### src/rtl/thunderbird_pkg.sv
// Shared definitions for the Thunderbird tail-light sequencer:
// state codes, lamp patterns and the state-to-lamp decode.
package thunderbird_pkg;

  // State codes. Left chase steps, then right chase steps, then hazard.
  localparam logic [2:0] ST_IDLE = 3'd0;
  localparam logic [2:0] ST_L1   = 3'd1;
  localparam logic [2:0] ST_L2   = 3'd2;
  localparam logic [2:0] ST_L3   = 3'd3;
  localparam logic [2:0] ST_R1   = 3'd4;
  localparam logic [2:0] ST_R2   = 3'd5;
  localparam logic [2:0] ST_R3   = 3'd6;
  localparam logic [2:0] ST_HAZ  = 3'd7;

  // Lamp patterns. Bit 0 is the innermost lamp; the chase fills outward.
  localparam logic [2:0] LAMP_OFF = 3'b000;
  localparam logic [2:0] LAMP_1   = 3'b001;
  localparam logic [2:0] LAMP_2   = 3'b011;
  localparam logic [2:0] LAMP_3   = 3'b111;

  // Lamp banks packed together for the decode helper.
  typedef struct packed {
    logic [2:0] left;
    logic [2:0] right;
  } lamps_t;

  // Moore decode: lamp banks depend on the state alone.
  // Any code not listed falls back to all lamps off.
  function automatic lamps_t decodeLamps(input logic [2:0] state);
    lamps_t lamps;
    lamps.left  = LAMP_OFF;
    lamps.right = LAMP_OFF;
    case (state)
      ST_L1:   lamps.left = LAMP_1;
      ST_L2:   lamps.left = LAMP_2;
      ST_L3:   lamps.left = LAMP_3;
      ST_R1:   lamps.right = LAMP_1;
      ST_R2:   lamps.right = LAMP_2;
      ST_R3:   lamps.right = LAMP_3;
      ST_HAZ: begin
        lamps.left  = LAMP_3;
        lamps.right = LAMP_3;
      end
      default: begin
        lamps.left  = LAMP_OFF;
        lamps.right = LAMP_OFF;
      end
    endcase
    return lamps;
  endfunction

endpackage

### src/rtl/thunderbird_lights.sv
// Thunderbird rear tail-light sequencer.
// A turn request runs a three-step outward chase on its bank.
// Both requests together flash all six lamps as hazards.
// Lamps decode from the state register only, so input glitches never reach the lamps.
module thunderbird_lights
  import thunderbird_pkg::*;
(
  output logic [2:0] L,
  output logic [2:0] R,
  input  logic       clock,
  input  logic       reset,
  input  logic       sign_left,
  input  logic       sign_right
);

  logic [2:0] r_state;
  logic [2:0] w_nextState;
  lamps_t     w_lamps;

  // State register; reset drops straight to IDLE and aborts any running chase.
  always_ff @(posedge clock or posedge reset) begin
    if (reset) begin
      r_state <= ST_IDLE;
    end else begin
      r_state <= w_nextState;
    end
  end

  // Next state: only IDLE looks at the stalk, so a started chase always runs to the end.
  always_comb begin
    w_nextState = ST_IDLE;
    case (r_state)
      ST_IDLE: begin
        if (sign_left && sign_right) begin
          w_nextState = ST_HAZ;
        end else if (sign_left) begin
          w_nextState = ST_L1;
        end else if (sign_right) begin
          w_nextState = ST_R1;
        end else begin
          w_nextState = ST_IDLE;
        end
      end
      ST_L1:   w_nextState = ST_L2;
      ST_L2:   w_nextState = ST_L3;
      ST_L3:   w_nextState = ST_IDLE;
      ST_R1:   w_nextState = ST_R2;
      ST_R2:   w_nextState = ST_R3;
      ST_R3:   w_nextState = ST_IDLE;
      ST_HAZ:  w_nextState = ST_IDLE;
      default: w_nextState = ST_IDLE;
    endcase
  end

  // Lamp drive, a pure function of the current state.
  always_comb begin
    w_lamps = decodeLamps(r_state);
  end

  assign L = w_lamps.left;
  assign R = w_lamps.right;

endmodule

### config.mk
export PLATFORM = sky130hd
export DESIGN_NAME = thunderbird_lights
export DESIGN_NICKNAME = d
export VERILOG_FILES = /design/src/rtl/thunderbird_pkg.sv /design/src/rtl/thunderbird_lights.sv
export SDC_FILE = /design/constraint.sdc
export NUM_CORES = 1
export LEC_CHECK = 0
export CAP_MARGIN = 20
export CORE_AREA = 2 2 39 41
export CTS_CLUSTER_SIZE = 14
export DETAILED_ROUTE_END_ITERATION = 8
export DIE_AREA = 0 0 41 43
export PLACE_DENSITY = 0.43
export SLEW_MARGIN = 20
export SYNTH_ARGS = -nofsm -noshare
export SYNTH_HDL_FRONTEND = slang
export SYNTH_SLANG_ARGS = --single-unit
export TNS_END_PERCENT = 5
### constraint.sdc
create_clock -name clock -period 0.85 [get_ports clock]
set_input_delay 0.085 -clock clock [delete_from_list [all_inputs] [get_ports clock]]
set_output_delay 0.085 -clock clock [all_outputs]
set_load 0.05 [all_outputs]
==> results of run 1 <==
[cells in the mapped netlist, drive strengths merged]
cell type  count
nand2b         1
nand2          1
a21boi         1
and2           2
a21oi          1
inv            3
nor2           2
a221oi         1
maj3           1
nor3           2
dfrtp          3
clkbuf         1
[worst max-delay path, delay by kind of cell, from the launching register on]
kind,cells,cell delay (ns)
flip-flops,1,0.41
adder cells (fa/ha/maj),1,0.35
buffers and inverters,1,0.15
[area by class of cell]
cell class                      count  area [um^2]  area share [%]
Clock buffer                        4        26.28           5.785
Inverter                            3        11.26           2.479
Multi-Input combinational cell     12        118.9           26.17
Sequential cell                     3        76.32           16.80
Tap cell                           16        20.02           4.408
Timing Repair Buffer               16        201.4           44.35
[final timing paths]
check	from	endpoint	slack (ns)	depth (start not counted)
min in group clock	sign_right	r_state[1]	0.48	3
max reg2reg	r_state[1]	r_state[1]	-0.17	3
min	reset	r_state[1]	0.02	2
max in group asynchronous	reset	r_state[2]	0.69	2
min reg2reg	r_state[1]	r_state[2]	0.63	2
max	r_state[0]	L[0]	-0.38	2
[layer usage]
layer	vias up	GRT usage, %
met3	0	1.571
met5	-	0
met2	9	15.31
met1	95	7.468
met4	0	8.000
li1	101	-
[cell usage in the layout (no fill, tap or decap)]
cell type / count
inv_1: 2
nor2_4: 1
nor3_2: 2
a21oi_2: 1
nand2b_1: 1
a21boi_4: 1
clkdlybuf4s50_1: 3
nor2_1: 1
clkbuf_1: 1
buf_6: 1
a221oi_2: 1
nand2_1: 1
dfrtp_2: 1
buf_4: 6
maj3_4: 1
and2_4: 2
clkbuf_4: 3
buf_8: 1
inv_2: 1
buf_12: 5
dfrtp_1: 2
[timing repair]
action / 4_1_cts / 5_1_grt
pin swaps: 3 / 1
resized for setup: 6 / 1
setup buffers: 0 / 0
endpoints found under the setup margin: 9 / 9
[per-stage QoR]
stage / hold WS, ns / std cells / setup WS, ns
CTS: 0.01366 / 54 / -0.4018
global route: 0.02705 / 54 / -0.4237
global placement: 0.2572 / 50 / -0.1586
detailed placement: 0.2646 / 50 / -0.2136
finish: 0.02049 / 54 / -0.3837
floorplan: -0.1614 / 19 / -0.1366
[logic make-up after synthesis]
family | after synthesis | share of synthesized area (%)
and+or+nand+nor | 8 | 24.27
AOI/OAI and AO/OA | 3 | 16.17
buffers and inverters | 4 | 8.821
adders and majority gates | 1 | 6.617
DFF | 3 | 44.12
==> summary.md, run 1 <==
| Metric | Value |
|---|---|
| Filler instances | roughly 150 |
| Distinct cells, synth | 14 |
| Worst-skew pair later-pin latency | 0.23 ns |
| Share of cells above drive strength 1 | 71.05% |
| Syn_nets | 23 |
| PnR worst setup slack | -0.3837 ns |
| CP Cell Sequence | maj3_4 > buf_8 |
| Slew margin rel. | a little under nine tenths |
| Final TNS setup | -2.268 ns |
| Layout net count | 43 |
| CP required | between 0.7 and 0.8 ns |
| Synth top area cells | dfrtp_1 (44%), a221oi_2 (8.8%), maj3_2 (6.6%) |
| Clock skew | 0.0008544 ns |
| M1 WL | roughly 210 um |
| Placeable Area | 1384 um^2 |
| Worst min-delay path class | primary input to asynchronous set/reset pin |
| Cts hold-fix bufs | 0 |
| Via Count | roughly 210 |
| Row cnt | 14 |
| Routed Antenna Nets | 0 |
| Final Cell Area | around 450 um^2 |
| Fmax | 0.8105 GHz |
| Area grow syn2layout | 166.9% |
| Final Hold Violating Endpoints | 0 |
| Number of max-cap violations | 0 |
| GP Congestion | between 0.7 and 0.8 |
| Die Wd | ~40 um |
| Regs by FF count | r_state: 3 flops |
| Failing checks | setup timing |
| I/O pin total | 10 |
| Mapped Cells | 19 |
| Crit path kind | flip-flop to output port |
| Total track usage | 8.761% |
| Core Util, Final | between 30% and 40% |
| Slowest stage cell on the critical path | dfrtp_1 |
| CTS H-tree lvls | 1 |
| Full die area | 1763 um^2 |
| Initial DRC Count | 0 |
| Placed inst area | ~400 um^2 |
| Root buffer selected by CTS | clkbuf_4 |
| Met3 routed wirelength | 35 um |
| First-pass GRT wire length | 938 um |
| Routed WL per cell | between 10 and 15 um |
| Avg Cell Area, Syn | about 9 um^2 |
| Vias in the first global route | between 200 and 250 |
| Yosys warns | 0 |
| Top sig layer | met3 |
| Period utilization | 145.1% |
| Yosys top cell by area | dfrtp_1 |
| Clk buf depth | 2 |
| Num CTS Buffers | 3 |
| CTS tree | done |
| Diodes inserted | 0 |
| Share of Yosys cell area claimed by the top area cell type | between 40 and 50% |
| Max FO, Critical Path | 4 |
| CTS sink cnt | 3 |
| Slew @ Worst Pin | 0.2184 ns |
| Largest net degree at the start of global routing | 5 |
| RSZ-0062 raised after global routing | true |
| Period minus WS final | 1.234 ns |
| Max reg flops | 3 |
| Crit path arrival time | about 1.2 ns |
| DRC viols | 0 |
| Slowest stage delay, CP | roughly 0.41 ns |
| Routed wire length | 610 um |
| Worst-path clk slew | approximately 0.040 ns |
| IO buf count | 9 |
| Initial antenna violation count | 0 |
| Biggest register | r_state |
| Status | finished, violations left |
| DP Wirelength | slightly above 500 um |
| Crit end category | output port |
| Final setup fails | 9 |
| Drt via density | 3.796 |
| Final Slew Violations | 0 |
| Crit start category | flip-flop |
| Die span in y | between 40 and 50 um |
| Met2 WL | 368 um |
| Cell Area, Synth | between 150 and 200 um^2 |
| Starting Density | roughly 12% |
| GR Overflow Total | 0 |
| Router iterations before antenna repair | 1 |
| Flops & latches, synth | 3 |
| Sequential share of the synthesized area | 44.12% |
Power of run 1 is not shown: default switching activity piles up to over one toggle a cycle in this logic, so the estimate is an artifact.
==> run 2: changes to the inputs <==
--- a/config.mk
+++ b/config.mk
@@ -5,7 +5,6 @@
 export SDC_FILE = /design/constraint.sdc
 export NUM_CORES = 1
 export LEC_CHECK = 0
-export CAP_MARGIN = 20
 export CORE_AREA = 2 2 39 41
 export CTS_CLUSTER_SIZE = 14
 export DETAILED_ROUTE_END_ITERATION = 8
==> results of run 2 <==
Same layout as run 1: the final DEF is identical, and so are final timing and power.
Power of run 2 is left out for the same reason.
==> run 3: changes to the inputs <==
--- a/config.mk
+++ b/config.mk
@@ -14,4 +14,3 @@
 export SYNTH_ARGS = -nofsm -noshare
 export SYNTH_HDL_FRONTEND = slang
 export SYNTH_SLANG_ARGS = --single-unit
-export TNS_END_PERCENT = 5
==> run 3 against run 2 <==
Effect of this change:
- the run still ends with setup timing left
- utilization is 4.7 points higher
- largest cell class unchanged
- die area stayed put
- register-to-register slack worse by 0.14 ns
- worst hold slack worse by 0.0052 ns
- first-iteration DRC count is 3 higher
- routed wire length is 6.6% higher
- design area is 14% higher
- flip-flop and latch count stayed put
- setup slack worse by 0.012 ns
- clock-buffer cell count stayed put
- clock skew is 0.0037 ns higher
==> summary.md, run 3 (synthesis results as in run 1) <==
| Metric | Value |
|---|---|
| Final hold slack | 0.01532 ns (was 0.02049 ns) |
| PnR worst setup slack | -0.3954 ns (was -0.3837 ns) |
| Via Count | 222 (was 205) |
| Clk buf depth | 2 (unchanged) |
| R2R Setup Slk | -0.31 ns (was -0.17 ns) |
| Final setup fails | 9 (unchanged) |
| CTS sink cnt | 3 (unchanged) |
| Largest net degree at the start of global routing | 5 (unchanged) |
| Final Slew Violations | 0 (unchanged) |
| Period utilization | 146.5% (was 145.1%) |
| Clock skew | 0.004587 ns (was 0.0008544 ns) |
| Reg area | 78.83 um^2 (was 76.32 um^2) |
| Row cnt | 14 (unchanged) |
| Max FO, Critical Path | 3 (was 4) |
| Routed Antenna Nets | 0 (unchanged) |
| I/O pin total | 10 (unchanged) |
| Area grow syn2layout | 205.1% (was 166.9%) |
| Vias in the first global route | 250 (was 230) |
| Filler instances | 143 (was 147) |
| Worst min-delay path class | primary input to asynchronous set/reset pin (unchanged) |
| Crit path kind | flip-flop to output port (unchanged) |
| Root buffer selected by CTS | clkbuf_4 (unchanged) |
| Router iterations before antenna repair | 2 (was 1) |
| CP required | 0.76 ns (about the same) |
| GR Overflow Total | 0 (unchanged) |
| Initial DRC Count | 3 (was 0) |
| Crit end category | output port (unchanged) |
| Status | finished, violations left (unchanged) |
| IO buf count | 9 (unchanged) |
| GP Congestion | 0.7503 (was 0.7115) |
| CTS H-tree lvls | 1 (unchanged) |
| Initial antenna violation count | 0 (unchanged) |
| Layout net count | 46 (was 43) |
| Worst-path clk slew | 0.04 ns (about the same) |
| Leading cell types in the layout, fill and taps excluded | buf_12 (6), buf_4 (6) (was buf_4 (6), buf_12 (5), clkbuf_4 (3), clkdlybuf4s50_1 (3)) |
| Max reg flops | 3 (unchanged) |
| Slew margin rel. | 85.69% (was 85.44%) |
| Biggest register | r_state (unchanged) |
| First-pass GRT wire length | 986 um (was 938 um) |
| RSZ-0062 raised after global routing | true (unchanged) |
| Routed wire length | 650 um (was 610 um) |
| DRC viols | 0 (unchanged) |
| Full die area | 1763 um^2 (unchanged) |
| Drt via density | 3.895 (was 3.796) |
| R2r endpoint | r_state[1] (unchanged) |
| Final Hold Violating Endpoints | 0 (unchanged) |
| Num CTS Buffers | 3 (unchanged) |
| Crit path arrival time | 1.16 ns (was 1.15 ns) |
| Routed WL per cell | 11.40 um (was 11.30 um) |
| DP Wirelength | 478.5 um (was 502.8 um) |
| Period minus WS final | 1.245 ns (was 1.234 ns) |
| Starting Density | 12.30% (unchanged) |
| Number of max-cap violations | 0 (unchanged) |
| Total track usage | 8.853% (was 8.761%) |
| Placeable Area | 1384 um^2 (unchanged) |
| Reg2Reg Launch Point | r_state[0] (was r_state[1]) |
| Worst-skew pair later-pin latency | 0.23 ns (about the same) |
| Crit start category | flip-flop (unchanged) |
| Regs by FF count | r_state: 3 flops (unchanged) |
| Share of cells above drive strength 1 | 78.05% (was 71.05%) |
| Die Wd | 41 um (unchanged) |
| Die span in y | 43 um (unchanged) |
| Multi-input gate area | 138.9 um^2 (was 118.9 um^2) |
| Diodes inserted | 0 (unchanged) |
| CTS tree | done (unchanged) |
| Fmax | 0.8029 GHz (was 0.8105 GHz) |
| Failing checks | setup timing (unchanged) |
| Slew @ Worst Pin | 0.2147 ns (was 0.2184 ns) |
| Reg2Reg Depth | 4 (was 3) |
## run 3: final cells by class
type	instances	area share [%]
repair buffers	19	46.99
multi-input cells	12	26.75
flip-flops and latches	3	15.18
clock buffers	4	5.060
well taps	16	3.855
inverters	3	2.169
## run 3: how the worst max path moves through the flow
stage | cells past startpoint | to | start | slack [ns]
after global routing | 2 | L[0] | r_state[1] | -0.42
after global placement | 2 | L[0] | r_state[0] | -0.17
final | 2 | L[0] | r_state[1] | -0.40
after detailed placement | 3 | r_state[1] | r_state[1] | -0.19
after floorplan | 2 | L[0] | r_state[2] | -0.14
after CTS | 2 | L[0] | r_state[0] | -0.39
## run 3: what timing repair did
item / 4_1_cts / 5_1_grt
hold buffers: 0 / 0
pin swaps: 6 / 2
setup buffers: 3 / 2
setup endpoints to repair: 9 / 9
resized for setup: 7 / 3
## run 3: metal layers
| layer | up-vias | routed length (um) | global-route usage (%) |
|---|---|---|---|
| met3 | 0 | 47 | 4.712 |
| met1 | 105 | 204 | 7.767 |
| met4 | 0 | 0 | 4.000 |
| li1 | 106 | - | - |
| met2 | 11 | 398 | 15.31 |
| met5 | - | 0 | 0 |
## run 3: critical path, stage by stage, from the launching register on
cell     delay (ns)
dfrtp_2        0.43
maj3_4         0.35
buf_8          0.15
## run 3: stage by stage
step                area, um^2  std cells  utilization (%)  TNS, ns  setup slack, ns
floorplan                205.2         19                -  -0.5175          -0.1360
global placement         396.6         48            28.66  -0.9577          -0.1659
detailed placement       396.6         48            28.66   -1.086          -0.1898
CTS                      490.5         55            35.44   -2.390          -0.3932
global route             519.2         57            37.52   -2.748          -0.4192
finish                   519.2         57            37.52   -2.464          -0.3954
Power of run 3 is left out for the same reason.
